[src/rtl/down_counter_reload_pkg.sv]
// Shared definitions for the reloadable down-counter: underflow policies and
// the two-state run/idle encoding.
package down_counter_reload_pkg;

    localparam int MODE_WRAP    = 0;
    localparam int MODE_RELOAD  = 1;
    localparam int MODE_ONESHOT = 2;

    typedef enum logic {
        IDLE = 1'b0,
        RUN  = 1'b1
    } state_t;

endpackage

[src/rtl/down_counter_reload_sub_borrow.sv]
// Combinational N-bit decrementer: adds all-ones and inverts the carry-out,
// so it lands on the same carry chain as a plain adder.
module sub_borrow #(
    parameter int N = 8
) (
    input  logic [N-1:0] A,
    output logic [N-1:0] D,
    output logic         BOUT
);

    logic [N:0] sum_s;

    // A + (2^N-1): the carry is clear only when A is zero, which is the borrow
    assign sum_s = {1'b0, A} + {1'b0, {N{1'b1}}};
    assign D     = sum_s[N-1:0];
    assign BOUT  = ~sum_s[N];

endmodule

[src/rtl/down_counter_reload.sv]
// Loadable down-counter/timer with a registered one-cycle borrow pulse and a
// selectable underflow policy (wrap, auto-reload or one-shot).
module down_counter_reload
    import down_counter_reload_pkg::*;
#(
    parameter int N    = 8,
    parameter int MODE = MODE_WRAP
) (
    input  logic         CLK,
    input  logic         RESET,
    input  logic         CE,
    input  logic         LOAD,
    input  logic [N-1:0] I,
    output logic [N-1:0] O,
    output logic         ZERO,
    output logic         BOUT,
    output logic         RUNNING
);

    state_t       state_r;
    state_t       state_nxt_s;
    logic [N-1:0] count_r;
    logic [N-1:0] count_nxt_s;
    logic [N-1:0] reload_r;
    logic [N-1:0] reload_nxt_s;
    logic         bout_r;
    logic         bout_nxt_s;
    logic [N-1:0] dec_s;
    logic         borrow_s;

    sub_borrow #(.N(N)) u_sub_borrow (
        .A    (count_r),
        .D    (dec_s),
        .BOUT (borrow_s)
    );

    // Next-state selection: LOAD beats CE, and CE only counts while running
    always_comb begin
        state_nxt_s  = state_r;
        count_nxt_s  = count_r;
        reload_nxt_s = reload_r;
        bout_nxt_s   = 1'b0;
        if (LOAD) begin
            count_nxt_s  = I;
            reload_nxt_s = I;
            state_nxt_s  = RUN;
        end else if ((state_r == RUN) && CE) begin
            if (borrow_s) begin
                bout_nxt_s = 1'b1;
                case (MODE)
                    MODE_WRAP:    count_nxt_s = dec_s;
                    MODE_RELOAD:  count_nxt_s = reload_r;
                    MODE_ONESHOT: begin
                        count_nxt_s = count_r;
                        state_nxt_s = IDLE;
                    end
                    default:      count_nxt_s = dec_s;
                endcase
            end else begin
                count_nxt_s = dec_s;
            end
        end else begin
            count_nxt_s = count_r;
        end
    end

    // State, count, reload and borrow registers with asynchronous clear
    always_ff @(posedge CLK or posedge RESET) begin
        if (RESET) begin
            state_r  <= IDLE;
            count_r  <= {N{1'b0}};
            reload_r <= {N{1'b0}};
            bout_r   <= 1'b0;
        end else begin
            state_r  <= state_nxt_s;
            count_r  <= count_nxt_s;
            reload_r <= reload_nxt_s;
            bout_r   <= bout_nxt_s;
        end
    end

    assign O       = count_r;
    assign ZERO    = (count_r == {N{1'b0}});
    assign BOUT    = bout_r;
    assign RUNNING = (state_r == RUN);

endmodule

[config.mk]
export PLATFORM = sky130hd
export DESIGN_NAME = down_counter_reload
export DESIGN_NICKNAME = d
export VERILOG_FILES = /design/src/rtl/down_counter_reload_pkg.sv /design/src/rtl/down_counter_reload_sub_borrow.sv /design/src/rtl/down_counter_reload.sv
export SDC_FILE = /design/constraint.sdc
export NUM_CORES = 1
export LEC_CHECK = 0
export ABC_AREA = 1
export CORE_UTILIZATION = 39
export CTS_CLUSTER_SIZE = 28
export DETAILED_ROUTE_END_ITERATION = 8
export PLACE_DENSITY = 0.74
export SYNTH_ARGS = -nofsm -noshare
export SYNTH_HDL_FRONTEND = slang
export SYNTH_SLANG_ARGS = --single-unit
[constraint.sdc]
create_clock -name CLK -period 1.23 [get_ports CLK]
set_clock_uncertainty 0.1 [all_clocks]
set_input_delay 0.123 -clock CLK [delete_from_list [all_inputs] [get_ports CLK]]
set_output_delay 0.123 -clock CLK [all_outputs]
set_load 0.05 [all_outputs]
==> impl_metrics.json, run 1 <==
{
  "reg2regPathDepth": 8,
  "core-area_um2": 1524,
  "vias": 772,
  "met1Wirelength_um": 984,
  "multi_input_area_um2": 447.9,
  "layout-drive-gt1-share_pct": 59.70,
  "cap_violations": 0,
  "highest_layer": "met4",
  "synthCells": 88,
  "grt.total_usage_pct": 22.86,
  "vdd_drop_max_v": 0.0008959,
  "fill_cells": 74,
  "hp-class": "in -> async",
  "mappedNetlistArea_um2": 650.6,
  "n_antenna_cell": 0,
  "cp_max_fo": 2,
  "met3RoutedLength_um": 39,
  "violations": "setup timing",
  "syn_nets": 102,
  "setup_violations": 9,
  "clk_pin_slew_ns": 0.08,
  "placed_cell_area_um2": 1176,
  "rows": 14,
  "relSlewSlack_pct": 73.41,
  "power_switching_mw": 0.5953,
  "io_pins": 23,
  "drc": 0,
  "antenna_found_initial": 0,
  "ys.warnings.count": 0,
  "fin_ws_ns": -0.3644,
  "drt_iter0_drc": 12,
  "reg2reg_slack_ns": -0.28,
  "p_per_area_nw_per_um2": 1100,
  "die_x_um": 42.85,
  "clock_sinks": 10,
  "yosysSeqAreaShare_pct": 38.46,
  "fin_util_pct": 88.42,
  "critPathLaunchType": "flop",
  "fin_crit_sh_pct": 129.6,
  "htree_levels": 1,
  "max_stage_delay_ns": 0.44,
  "io_buffers": 22,
  "rsz0062_at_grt": "true",
  "cts_root_buf": "clkbuf_4",
  "outcome": "complete, but fails checks",
  "drv_slew": 0,
  "synth_top_area_share_pct": 38.46,
  "clkPwrFrac_pct": 18.0,
  "pwr-share-comb_pct": 53.0,
  "switching_share_pct": 40.15,
  "synth_cell_types": 21,
  "wirelength_um": 2251,
  "slowest_stage": "dfrtp_2",
  "dieArea_um2": 1836,
  "numCtsBuffers": 3,
  "cp_num_buf_inv": 2,
  "cts_tree": "done",
  "synthTopCellsByArea": "dfrtp_1 38%, nand2_1 12%, nor2_1 6.3%",
  "die_h_um": 42.85,
  "period_needed_ns": 1.594,
  "wl_met2_um": 1180,
  "syn_to_final_growth_pct": 107.1,
  "place.gp.congestion": 0.8306,
  "clock_path_buffers": 2,
  "cp.arrival_ns": 1.37,
  "grt_max_degree": 11,
  "critPathTopFamily": "flip-flops",
  "drt-pass1-iter-count": 4,
  "path_cells": "inv_4 > ha_4 > nand3_4 > nor4_4 > buf_12",
  "syn_area_per_cell_um2": 7.393,
  "hold_viol": 0,
  "wl_per_cell_um": 15.01,
  "yosysTopAreaCell": "dfrtp_1",
  "ant_nets": 0,
  "criticalPathCategory": "reg -> out",
  "layout.nets": 149,
  "cp-end-kind": "output port",
  "pwr-share-seq_pct": 29.0,
  "grt_first_pass_wirelength_um": 3098,
  "cp.required_ns": 1.01,
  "hold_ws_ns": 0.01975,
  "regArea_um2": 261.5,
  "cellLeakagePower_nw": 0.5948,
  "fin_area_um2": 1348,
  "grt_pass1_vias": 726,
  "drt-vias-per-instance": 5.147,
  "dp_hpwl_um": 1435,
  "power_mw": 1.482,
  "clk_latency_ns": 0.28,
  "dp_slack_ns": -0.1609,
  "ys_ff_latch": 10,
  "worstReg2RegEnd": "O[6]",
  "p_int_mw": 0.8872,
  "worst_slew_pin_slew_ns": 0.3984,
  "regToRegStartpoint": "O[1]",
  "start_util_pct": 42.69,
  "grt_overflow_total": 0,
  "max_freq_mhz": 627.2
}
-- state kept, by name, indices dropped and copies added (netlist names) --
name	cells
O	8
BOUT	1
RUNNING	1
-- power by group through the flow --
stage	logic [mW]	clock network [mW]	registers (mW)
floorplan	0.180	0	0.546
global placement	0.638	0	0.421
detailed placement	0.652	0	0.424
CTS	0.702	0.258	0.423
global route	0.824	0.282	0.433
finish	0.786	0.267	0.429
-- worst max path at each step --
stage                     from   end  slack, ns  cells after the start
after global routing      O[0]  ZERO      -0.40                      5
after detailed placement  O[1]  ZERO      -0.16                      5
final                     O[1]  ZERO      -0.36                      5
after global placement    O[0]  ZERO      -0.13                      5
after CTS                 O[0]  ZERO      -0.37                      5
after floorplan           O[1]  ZERO      -0.46                      4
-- placed cells by master (no fill, tap or decap), types with 4 or more instances in the layout --
master           count
inv_1                7
nand2_1             17
nor2_4               4
clkdlybuf4s50_1     11
inv_2                5
nand2_2              4
buf_6                8
o21ai_2              4
nor2_1               8
buf_12              12
buf_4               12
dfrtp_2              9
-- what timing repair did --
| action | in CTS | in global routing |
|---|---|---|
| gates resized for setup | 8 | 22 |
| pin swaps | 5 | 5 |
| setup buffers | 2 | 4 |
| hold buffers | 0 | 0 |
| setup endpoints to repair | 6 | 14 |
-- kinds of logic after synthesis --
group                    Yosys count  synth area share [%]
buffers and inverters             16                 10.38
adder cells (fa/ha/maj)            2                 3.846
AO/OA/AOI/OAI                     11                 12.50
AND/OR/NAND/NOR                   48                 33.46
XOR/XNOR                           1                 1.346
flip-flops                        10                 38.46
-- cells in the mapped netlist --
library cell  number
nand2_2            3
inv_1             10
nor2_4             1
o21ai_1            1
nand3_1            7
xor2_1             1
o211ai_1           3
clkinv_1           1
ha_1               2
dfrtp_1           10
buf_6              1
inv_2              4
nor3_1             1
nor4_1             1
o21ai_2            2
o21ai_0            2
nand2_1           20
a21oi_2            3
nor2_2             3
or2_2              1
nor2_1            11
-- metrics by stage --
stage,TNS [ns],std cells
finish,-1.293,150
global route,-1.634,150
CTS,-0.9752,147
detailed placement,-1.226,141
global placement,-0.7800,141
floorplan,-0.9900,88
-- final cells by class --
cell class | count | area share (%)
Sequential cell | 10 | 19.41
Multi-Input combinational cell | 62 | 33.24
Clock buffer | 4 | 1.950
Timing Repair Buffer | 43 | 39.37
Tap cell | 16 | 1.486
Inverter | 15 | 4.550
-- layer usage --
layer | GRT usage [%] | up-vias
li1 | - | 372
met2 | 39.09 | 19
met3 | 4.255 | 7
met4 | 9.375 | 0
met1 | 27.78 | 374
met5 | 0 | -
Power figures use the tool's default switching activity.
==> run 2, diff against run 1 <==
- ABC_AREA: 1 -> 0
- CORE_UTILIZATION: 39 -> 37
- PLACE_DENSITY: 0.74 -> 0.73
==> run 2 against run 1 <==
Against the previous run: the run now fails in global routing (5_1_grt); synthesized area down 13%; synthesized cell count down 31%.
==> impl_metrics.json, run 2 <==
{
  "outcome": "did not finish",
  "stop_stage": "global routing (5_1_grt)",
  "error": "[ERROR DPL-0038] Utilization greater than 100%, impossible to legalize",
  "start_util_pct": 41.48,
  "place.gp.congestion": 0.8238,
  "ys_ff_latch": 10,
  "synth_top_area_share_pct": 44.15,
  "synthTopCellsByArea": "dfrtp_1 44%, nand2_1 4.6%, ha_1 4.4%",
  "clock_path_buffers": 2,
  "die_h_um": 41.14,
  "cts_root_buf": "clkbuf_4",
  "htree_levels": 1,
  "die_x_um": 41.14,
  "clock_sinks": 10,
  "synthArstFlopShare_pct": 100.0,
  "io_buffers": 22,
  "ys.warnings.count": 0,
  "ctsHoldBuffers": 0,
  "mappedNetlistArea_um2": 566.8,
  "dp_hpwl_um": 1481,
  "numCtsBuffers": 3,
  "grt-worst-endpoint": "ZERO",
  "yosysSeqAreaShare_pct": 44.15,
  "syn_area_per_cell_um2": 9.292,
  "yosys-top-cells-count": "10 x dfrtp_1, 7 x nand2_1, 4 x inv_1, 4 x o21ai_0, 4 x or2_2",
  "rows": 13,
  "synth-main-ff-cell": "dfrtp_1",
  "synthCells": 61,
  "dp.cells": 118,
  "yosysTopAreaCell": "dfrtp_1",
  "io_pins": 23,
  "worstEpCategory": "output port",
  "synthMostInstantiatedCell": "dfrtp_1",
  "placed_cell_area_um2": 1095,
  "synth-edff-count": 0,
  "grt_max_degree": 12,
  "syn_nets": 75,
  "synth_cell_types": 27
}
## run 2: cell types whose count changed after synthesis, sizes merged, moves of 3 or more
cell   previous run  this run
nand2            23         7
nand3             7         2
inv              14         4
nor2             15         3
or2               1         4
## run 2: metrics by stage
step,hold WS [ns],setup TNS [ns],worst slack [ns],utilization (%)
after floorplan,-0.1374,-2.314,-0.5004,-
after global placement,0.3322,-2.484,-0.4004,80.13
after detailed placement,0.3386,-3.201,-0.4358,80.13
after CTS,0.03719,-2.505,-0.4607,96.98
## run 2: cells by family after synthesis
kind of cell / count (synthesis) / share of synthesized area, %
DFF: 10 / 44.15
adders and majority gates: 2 / 4.414
AOI/OAI and AO/OA: 13 / 15.90
buffers and inverters: 6 / 3.973
and+or+nand+nor: 28 / 28.48
xor gates and xnor gates: 2 / 3.091
## run 2: what timing repair did
item                                    in CTS
pin swaps                                    9
resized for setup                           32
buffers inserted                             8
endpoints found under the setup margin      11
==> run 3, diff against run 2 <==
- CORE_AREA: default -> 2 2 63 65
- CORE_UTILIZATION: 37 -> default
- CTS_CLUSTER_SIZE: 28 -> default
- DIE_AREA: default -> 0 0 65 67
- PLACE_DENSITY: 0.73 -> default
- PLACE_DENSITY_LB_ADDON: default -> 0.15
- clock period: 1.23 -> 1.6 ns (I/O delays scaled with it)
==> run 3 against run 2 <==
Against the previous run: the flow now finishes, with violations (setup timing); synthesized area unchanged; synthesized cell count unchanged.
==> impl_metrics.json, run 3 <==
{
  "synth-main-ff-cell": "dfrtp_1",
  "criticalPathCategory": "reg -> reg",
  "met1Wirelength_um": 781,
  "wl_per_cell_um": 11.40,
  "grt_pass1_vias": 634,
  "mappedNetlistArea_um2": 566.8,
  "path_cells": "or4_4 > or4_4 > o211ai_1",
  "path_common_cell": "or4_4",
  "rsz0062_at_grt": "true",
  "p_per_area_nw_per_um2": 923.2,
  "fin_crit_sh_pct": 101.6,
  "synth_cell_types": 27,
  "die_x_um": 65,
  "grt.total_usage_pct": 9.117,
  "wirelength_um": 1710,
  "fill_cells": 383,
  "place.gp.congestion": 0.7486,
  "cp.required_ns": 1.65,
  "drc": 0,
  "vdd_drop_max_v": 0.0002068,
  "synthTopCellsByArea": "dfrtp_1 44%, nand2_1 4.6%, ha_1 4.4%",
  "synthArstFlopShare_pct": 100.0,
  "dieArea_um2": 4355,
  "syn_nets": 75,
  "cp_max_fo": 2,
  "fin_tns_setup_ns": -0.02567,
  "setup_violations": 1,
  "rows": 22,
  "synth-edff-count": 0,
  "synthCells": 61,
  "grt_max_degree": 11,
  "syn_to_final_growth_pct": 88.30,
  "numCtsBuffers": 3,
  "regToRegStartpoint": "O[5]",
  "ant_nets": 0,
  "largest_reg_flops": 8,
  "drv_slew": 0,
  "reg2regPathDepth": 3,
  "cellLeakagePower_nw": 0.4497,
  "die_h_um": 67,
  "violations": "setup timing",
  "core-area_um2": 3606,
  "wl_met2_um": 843,
  "drt-pass1-iter-count": 3,
  "cp.arrival_ns": 1.68,
  "io_pins": 23,
  "vias": 600,
  "met3RoutedLength_um": 57,
  "n_antenna_cell": 0,
  "cp-end-kind": "flop",
  "io_buffers": 22,
  "hp-class": "in -> async",
  "placed_cell_area_um2": 959.7,
  "highest_layer": "met4",
  "clk_pin_slew_ns": 0.05,
  "relSlewSlack_pct": 73.00,
  "critPathLaunchType": "flop",
  "synthMostInstantiatedCell": "dfrtp_1",
  "layout_common_cells": "26 x buf_4, 11 x clkdlybuf4s50_1, 8 x dfrtp_2",
  "layout.nets": 117,
  "hold_ws_ns": 0.1114,
  "antenna_found_initial": 0,
  "yosysSeqAreaShare_pct": 44.15,
  "dp_hpwl_um": 1347,
  "grt_overflow_total": 0,
  "worst_slew_pin_slew_ns": 0.4046,
  "max_freq_mhz": 615.1,
  "synth_top_area_share_pct": 44.15,
  "drt-vias-per-instance": 4.000,
  "cap_violations": 0,
  "ys_ff_latch": 10,
  "cts_tree": "done",
  "slowest_stage": "or4_4",
  "reg2reg_slack_ns": -0.03,
  "fin_ws_ns": -0.02567,
  "grt_first_pass_wirelength_um": 2946,
  "layout_commonest_cell": "buf_4",
  "syn_area_per_cell_um2": 9.292,
  "hold_viol": 0,
  "clk_latency_ns": 0.24,
  "period_needed_ns": 1.626,
  "worstReg2RegEnd": "O[6]",
  "clock_path_buffers": 2,
  "ctsHoldBuffers": 0,
  "start_util_pct": 15.72,
  "fin_area_um2": 1067,
  "dp_slack_ns": -0.1248,
  "clock_sinks": 10,
  "drt_iter0_drc": 16,
  "ys.warnings.count": 0,
  "layout-drive-gt1-share_pct": 50.98,
  "cts_root_buf": "clkbuf_8",
  "yosys-top-cells-count": "10 x dfrtp_1, 7 x nand2_1, 4 x inv_1, 4 x o21ai_0, 4 x or2_2",
  "max_stage_delay_ns": 0.53,
  "htree_levels": 1,
  "yosysTopAreaCell": "dfrtp_1",
  "outcome": "complete, but fails checks"
}
==> run 3: what timing repair did <==
item                       in CTS  in global routing
pin swaps                       2                  3
setup endpoints to repair       3                  5
buffers inserted                2                  0
resized for setup               6                  5
==> run 3: metal layers <==
metal	vias up	global-route usage [%]
li1	306	-
met1	280	10.91
met2	12	15.08
met3	2	1.689
met4	0	5.585
met5	-	0
==> run 3: final cells by class <==
cell class / count / area, um^2 / share of cell area, %
tap: 48 / 60.06 / 5.627
sequential: 10 / 260.3 / 24.38
multi-input combinational: 45 / 331.6 / 31.07
inverter: 4 / 15.01 / 1.407
clock buffer: 4 / 55.05 / 5.158
timing repair buffer: 39 / 345.3 / 32.36
==> run 3: cell families after synthesis <==
group	share of synthesized area [%]
simple gates	28.48
compound gates	15.90
flops	44.15
buf+inv	3.973
xor+xnor	3.091
fa+ha+maj	4.414
==> run 3: metrics by stage <==
step	cells	power [mW]	util [%]
3_5_place_dp	144	0.6377	26.61
6_report	150	0.9853	29.60
5_1_grt	150	1.039	29.60
2_1_floorplan	61	0.4843	-
4_1_cts	150	0.9928	29.35
3_3_place_gp	144	0.6389	26.61
==> run 3: worst max path at each step <==
stage	startpoint	end	slack (ns)	cells past startpoint
detailed placement	CE	O[4]	-0.12	4
global placement	CE	O[4]	-0.1	4
CTS	O[4]	ZERO	-0.02	3
floorplan	O[2]	O[6]	-0.13	3
global route	O[5]	O[6]	-0.09	3
finish	O[5]	O[6]	-0.03	3
==> run 3: worst max-delay path, delay by kind of cell, from the launching register on <==
family	cells	cell delay [ns]
and+or+nand+nor	2	0.94
AOI/OAI and AO/OA	1	0.10
DFF	1	0.40
==> run 3: power by group <==
part           leakage, nW  switching, mW  internal, mW
registers            0.110         0.0280         0.282
logic                0.311          0.189         0.160
clock network       0.0288          0.109         0.217
==> run 4, diff against run 3 <==
- CAP_MARGIN: default -> 20
==> results of run 4 <==
Final layout, timing and power as in run 3 (identical DEF).
